`src/rtl/cache_fill_arbiter.sv`:
```
// cache_fill_arbiter: shares one multi-cycle main memory between the I-cache
// and D-cache miss paths. Each grant performs a full block fill: BLOCK_WORDS
// consecutive word reads are issued, and the returning words are steered into
// the owning cache together with their word index.
//
// state  | meaning
// IDLE   | no fill in progress; sample pending misses and grant one
// FILL_I | issuing/receiving a block for the I-cache
// FILL_D | issuing/receiving a block for the D-cache
module cache_fill_arbiter #(
  parameter int ADDR_W      = 16,
  parameter int DATA_W      = 16,
  parameter int BLOCK_WORDS = 8,
  parameter int IDX_W       = $clog2(BLOCK_WORDS)
) (
  input  logic              clk,
  input  logic              rst_n,
  input  logic              i_miss,
  input  logic [ADDR_W-1:0] i_miss_addr,
  input  logic              d_miss,
  input  logic [ADDR_W-1:0] d_miss_addr,
  input  logic              mem_data_valid,
  input  logic [DATA_W-1:0] mem_data_out,
  output logic              mem_en,
  output logic [ADDR_W-1:0] mem_addr,
  output logic [DATA_W-1:0] fill_data,
  output logic [IDX_W-1:0]  fill_word,
  output logic [ADDR_W-1:0] fill_addr,
  output logic              i_fill_we,
  output logic              d_fill_we,
  output logic              i_fill_done,
  output logic              d_fill_done,
  output logic              busy
);

  typedef enum logic [1:0] {
    IDLE   = 2'd0,
    FILL_I = 2'd1,
    FILL_D = 2'd2
  } state_t;

  localparam logic [IDX_W:0]    BW_CNT   = (IDX_W+1)'(BLOCK_WORDS);
  localparam logic [ADDR_W-1:0] OFS_MASK = ADDR_W'(2*BLOCK_WORDS-1);

  state_t            state;
  logic [IDX_W:0]    issue_cnt;
  logic [IDX_W:0]    rx_cnt;
  logic [ADDR_W-1:0] base;
  logic              last_d;
  logic              i_done_q;
  logic              d_done_q;

  logic              filling;
  logic              rx_take;
  logic              i_req;
  logic              d_req;
  logic [ADDR_W-1:0] issue_ofs;
  logic [ADDR_W-1:0] rx_ofs;

  // Offsets are built from the low index bits only, so addresses stay inside
  // the block and can never carry into the tag bits.
  assign filling   = (state == FILL_I) || (state == FILL_D);
  assign rx_take   = filling && mem_data_valid && (rx_cnt < BW_CNT);
  assign issue_ofs = ADDR_W'({issue_cnt[IDX_W-1:0], 1'b0});
  assign rx_ofs    = ADDR_W'({rx_cnt[IDX_W-1:0], 1'b0});

  // A requester still holds its miss during its own done cycle; mask it so the
  // block that just finished is not fetched a second time.
  assign i_req = i_miss && !i_done_q;
  assign d_req = d_miss && !d_done_q;

  // Grant, counter and completion sequencing.
  always_ff @(posedge clk) begin
    if (!rst_n) begin
      state     <= IDLE;
      issue_cnt <= '0;
      rx_cnt    <= '0;
      base      <= '0;
      last_d    <= 1'b0;
      i_done_q  <= 1'b0;
      d_done_q  <= 1'b0;
    end else begin
      i_done_q <= 1'b0;
      d_done_q <= 1'b0;
      case (state)
        IDLE: begin
          if (d_req && (!i_req || !last_d)) begin
            state     <= FILL_D;
            base      <= d_miss_addr & ~OFS_MASK;
            last_d    <= 1'b1;
            issue_cnt <= '0;
            rx_cnt    <= '0;
          end else if (i_req) begin
            state     <= FILL_I;
            base      <= i_miss_addr & ~OFS_MASK;
            last_d    <= 1'b0;
            issue_cnt <= '0;
            rx_cnt    <= '0;
          end
        end
        FILL_I, FILL_D: begin
          if (issue_cnt < BW_CNT) begin
            issue_cnt <= issue_cnt + 1'b1;
          end
          if (rx_take) begin
            rx_cnt <= rx_cnt + 1'b1;
            if (rx_cnt == BW_CNT - 1'b1) begin
              state <= IDLE;
              if (state == FILL_I) begin
                i_done_q <= 1'b1;
              end else begin
                d_done_q <= 1'b1;
              end
            end
          end
        end
        default: state <= IDLE;
      endcase
    end
  end

  // Memory request and fill steering, decoded from registered state so every
  // output is zero whenever no fill is active.
  always_comb begin
    mem_en    = filling && (issue_cnt < BW_CNT);
    mem_addr  = mem_en ? (base | issue_ofs) : '0;
    i_fill_we = rx_take && (state == FILL_I);
    d_fill_we = rx_take && (state == FILL_D);
    fill_data = rx_take ? mem_data_out : '0;
    fill_word = rx_take ? rx_cnt[IDX_W-1:0] : '0;
    fill_addr = rx_take ? (base | rx_ofs) : '0;
  end

  assign i_fill_done = i_done_q;
  assign d_fill_done = d_done_q;
  assign busy        = filling;

endmodule

```
`config.mk`:
```
export PLATFORM = sky130hd
export DESIGN_NAME = cache_fill_arbiter
export DESIGN_NICKNAME = d
export VERILOG_FILES = /design/src/rtl/cache_fill_arbiter.sv
export SDC_FILE = /design/constraint.sdc
export NUM_CORES = 1
export LEC_CHECK = 0
export BUFFER_PORTS_ARGS = -buffer_cell sky130_fd_sc_hd__buf_2
export CORE_MARGIN = 3
export CORE_UTILIZATION = 45
export DETAILED_ROUTE_END_ITERATION = 10
export PLACE_DENSITY = 0.9
export SLEW_MARGIN = 25
export SYNTH_ARGS = -nofsm -noshare
export SYNTH_HDL_FRONTEND = slang
export SYNTH_SLANG_ARGS = --single-unit
```
`constraint.sdc`:
```
create_clock -name clk -period 3.5 [get_ports clk]
set_input_delay 0 -clock clk [delete_from_list [all_inputs] [get_ports clk]]
set_output_delay 0 -clock clk [all_outputs]
set_load 0.1 [all_outputs]
```
Yosys cells after proc, flatten, opt, wreduce, memory -nomap -nowiden --
Index checks and enable logic that the tools add are counted. Widths: inputs -> output; s select.
Word-level totals: bits in registers 29, logic and storage cells 64, output and inout port bits 57
Cells by class: bitwise gates (word level) 2, reduce and logical (&&, ||, !) cells 23, muxes and demuxes 21, $lt $le $gt $ge 2, add/sub/neg operators 2, equality and inequality tests 7
Operators by type and width (count):
- $mux 16 | 5
- $or 16x4->16 | 2
- $mux 4 | 4
- $pmux 4 s2 | 2
- $reduce_and 3->1 | 3
- $add 4x1->4 const B | 2
- $logic_and 1x1->1 | 8
- $lt 4x4->1 const B | 2
- $mux 2 | 4
- $ne 2x2->1 const B | 3
- $eq 4x3->1 const B | 1
- $logic_not 1->1 | 4
- $mux 1 | 4
- $pmux 2 s2 | 1
- $reduce_and 4->1 | 1
- $reduce_bool 2->1 | 2
- $mux 3 | 1
- $ne 3x3->1 const B | 1
- $eq 2x1->1 const B | 1
- $eq 2x2->1 const B | 1
- $logic_not 2->1 | 1
- $logic_or 1x1->1 | 2
- $reduce_and 2->1 | 1
- $reduce_or 2->1 | 1

Logic depth before layout (Yosys ltp) --
depth in word-level cells 7, depth in mapped cells 7

Least setup slack after synthesis --
No wires, ideal clock.
kind register to output, from reg state[0], to out mem_addr[10], arrival time 3.666 ns, stages on the path, launching flop included 7, setup slack -0.166 ns, path buffers 2, path through dfxtp_1 > inv_1 > ha_1 > buf_4 > and2b_1 > clkbuf_1 > and2_1
Between the ends: cells in the longest elaborated chain, start to end 4, elaborated cells between the ends (all ways) 5
RTL lines:
- start: declaration | RTL line 45 | state_t state;
- start signal: assignment | RTL line 75 | state <= IDLE;
- start signal: assignment | RTL line 88 | state <= FILL_D;
- start signal: assignment | RTL line 94 | state <= FILL_I;
- $eq 2x1->1 or $eq 2x2->1 (tied branches) | RTL line 62 | assign filling = (state == FILL_I) || (state == FILL_D);
- $logic_or 1x1->1 (*) | RTL line 62
- via busy | RTL line 33 | output logic busy
- $logic_and 1x1->1 (*) | RTL line 125 | mem_en = filling && (issue_cnt < BW_CNT);
- via mem_en | RTL line 24 | output logic mem_en,
- $mux 16 (*) | RTL line 126 | mem_addr = mem_en ? (base | issue_ofs) : '0;
- end: declaration | RTL line 25 | output logic [ADDR_W-1:0] mem_addr,
The timed path passes the listed nets; every way through them passes the cells marked *.

Worst setup path in the final report --
from reg state[1], to out d_fill_we
Between the ends: cells in the longest elaborated chain, start to end 5, elaborated cells between the ends (all ways) 6
RTL lines:
- $eq 2x1->1 or $eq 2x2->1 (tied branches) | RTL line 62, 128
- $logic_or 1x1->1 | RTL line 62
- $logic_and 1x1->1 (2 in a row) | RTL line 63 | assign rx_take = filling && mem_data_valid && (rx_cnt < BW_CNT);
- $logic_and 1x1->1 (*) | RTL line 128 | d_fill_we = rx_take && (state == FILL_D);
- end: declaration | RTL line 30 | output logic d_fill_we,
Every way passes the cells marked *; elsewhere a longest branch is shown, timed or not.

==> impl_metrics.yaml <==
clock_tree:
  htreeDepth: 1
  cts_inserted_buffers: 3
  clk-insertion-delay-late_ps: 330
  post_cts_hold_buffer_count: 24
  tritoncts_clock_tree: "done"
  clock-sinks: 25
  cts_max_path_buffers: 2
  cts-root-buf: "clkbuf_4"
  ctsResizeCount: 0
  post-cts-setup-buffer-count: 0
  cts.clk_slew.worst_paths_ps: 140
layout:
  flow.area_growth_from_synthesis_pct: 45.1
  n_antenna_cell: 0
  final_layout_size_suffix_gt1_share_pct: 35.2
  stdcell_area_sq_um: 2360
  layoutNonFillerInstCount: 367
  design.final.nets: 381
  utilization_pct: 69.2
sta:
  layout_min_cycle_time_ps: 2840
  rsz0062_at_grt: "false"
  worst_hold_slack_ps: 100
  finalCritPeriodShare_pct: 81.2
  worst_setup_skew_after_layout_ps: 6.83
  tightest_slew_ps: 938
  final-setup-viol-count: 0
  finalSetupTns_ps: 0
  fmax_mhz: 352
  max-slew-margin-rel_pct: 37.1
  setup_slack_ps: 658
  maxSlewViolCount: 0
  final-hold-violation-count: 0
yosys:
  ys.warnings.count: 0
  synth_adder_area_share_pct: 4.61
  synth.top_cells.by_area: "dfxtp_1 31%, and2_1 18%, nand2_1 9.0%, a31oi_1 4.6%, ha_1 4.6%"
  mappedNetlistArea_sq_um: 1630
  yosys-mux-area-fraction_pct: 1.23
  synth_simple_gate_area_share_pct: 38.8
  synth_top_family_by_area: "simple AND/OR/NAND/NOR gates"
  post-synth-top-area-cell: "dfxtp_1"
  synthXorXnorAreaFrac_pct: 0
  synth_cell_type_count: 37
  synth_cells: 211
  number_of_synthesized_register_bits: 25
  synthesized_area_fraction_occupied_by_ao_oa_aoi_and_oai_cells_pct: 17.5
  sequential_fraction_of_the_synthesis_area_pct: 30.7
  synth_top_cell_area_share_pct: 30.7
  avgSynthCellArea_sq_um: 7.72
route:
  wire_per_inst_um: 13.0
  wirelength_um: 4760
  num_vias: 1839
  starting_drt_drc_count: 79
  detailedRoute.firstPassIterationCount: 4
  final_antenna_net_count: 0
  vias_per_cell: 5.01
  remaining_drc_errors: 0
critical_path:
  crit_path_end_kind: "output port"
  worst_ep_required_time_ps: 3500
  timing_worst_setup_path_type: "register to output port"
  setup.worst_path.start_class: "register"
  path_max_fanout: 32
  worst-endpoint-arrival_ps: 2840
placement:
  worst_setup_timing_slack_at_the_placement_stage_ps: 1010
  buffers_on_ports: 99
  dp_hpwl_um: 3090
  post-place-cells: 339
  placed_area_sq_um: 2090
  place.gp.congestion: 0.797
grt:
  grt.total_usage_pct: 21.9
  grt_start_max_net_pins: 34
  global_route.overflow_total: 0
  grt_pass1_vias: 1762
  grt_first_pass_wirelength_um: 7670
  antenna_violations_before_repair: 0
pwr:
  p_total_mw: 1.41
  max-vdd-ir-drop_mv: 0.370
  powerDensity_nw_per_um2: 596
  power.static_leakage_nw: 1.22
min_path:
  hold_class: "primary input to register"
job:
  maxCapViolCount: 0
floorplanning:
  row_cnt: 21
  floorplan.die_area_sq_um: 4380
  core_region_area_sq_um: 3420
  chipWidth_um: 66.2
  dieHeight_um: 66.2
  initial_utilization_pct: 47.7
  io-pin-count: 110
run_status:
  outcome: "complete, no violations"
critical path, stage by stage, from the launching register on:
cell and delay (ps):
dfxtp_1 420, inv_1 80, ha_1 530, and3b_1 770
and2_1 260, buf_2 450
registers in the layout (all words and copies together), names as in the netlist:
name	count
issue_cnt	4
base	12
rx_cnt	4
d_fill_done	1
last_d	1
state	2
i_fill_done	1
per-layer routing:
layer	routed length, um	global-route usage (%)	up-vias
met2	2410	38.9	81
li1	-	-	921
met1	1920	26.1	827
met5	0	0	-
met3	321	4.25	10
met4	108	7.36	0
where the power goes:
| group | internal (mW) | switching (mW) | total (mW) |
|---|---|---|---|
| sequential | 0.326 | 0.0295 | 0.356 |
| combinational | 0.220 | 0.696 | 0.916 |
| clock | 0.0437 | 0.0928 | 0.136 |
cells in the mapped netlist:
library cell / number
a2111oi_4: 1
a211oi_1: 1
a21boi_0: 1
a21boi_2: 1
a21o_1: 1
a21oi_2: 1
a31oi_1: 12
and2_1: 47
and2b_1: 1
and3_4: 1
and3b_1: 1
buf_2: 3
buf_4: 7
clkbuf_1: 8
conb_1: 1
dfxtp_1: 25
ha_1: 6
inv_1: 4
mux2i_1: 2
nand2_1: 39
nand2b_1: 2
nand2b_2: 1
nand2b_4: 2
nand3_1: 2
nand3b_1: 2
nand4_1: 2
nand4b_1: 1
nor2_1: 6
nor2b_1: 4
nor3_1: 2
o21a_1: 1
o21ai_0: 13
o22ai_1: 6
o22ai_2: 1
o31a_1: 1
o32ai_1: 1
or4_4: 1
final timing paths:
| check | from | to | slack [ps] | depth (start not counted) |
|---|---|---|---|---|
| worst max-delay path | state[1] | d_fill_we | 660 | 5 |
| worst max register to register | state[0] | base[14] | 1050 | 6 |
| worst min-delay path | mem_data_valid | rx_cnt[3] | 100 | 4 |
| worst min register to register | rx_cnt[3] | rx_cnt[3] | 490 | 1 |
layout by cell type (no fill, tap or decap), types with 4 or more instances in the layout:
cell           count
a31oi_1           12
and2_1            47
buf_2             99
dfxtp_1           25
dlygate4sd3_1     24
ha_1               6
inv_1              4
nand2_1           39
nor2_1             6
nor2b_1            4
o21ai_0           13
o22ai_1            6
final cells by class:
class	count	area (sq um)
clock inverters	1	7.51
fillers	260	1050
multi-input cells	165	1020
clock buffers	3	22.5
flip-flops and latches	25	500
well taps	46	57.6
repair buffers	123	736
inverters	4	15.0
kinds of logic (layout without fill, tap and decap cells):
family / after synthesis / count (layout)
mux: 2 / 2
buf+inv: 22 / 131
flops: 25 / 25
compound gates: 41 / 41
fa+ha+maj: 6 / 6
simple gates: 114 / 114
other cells: 1 / 2
Power figures use the tool's default switching activity.
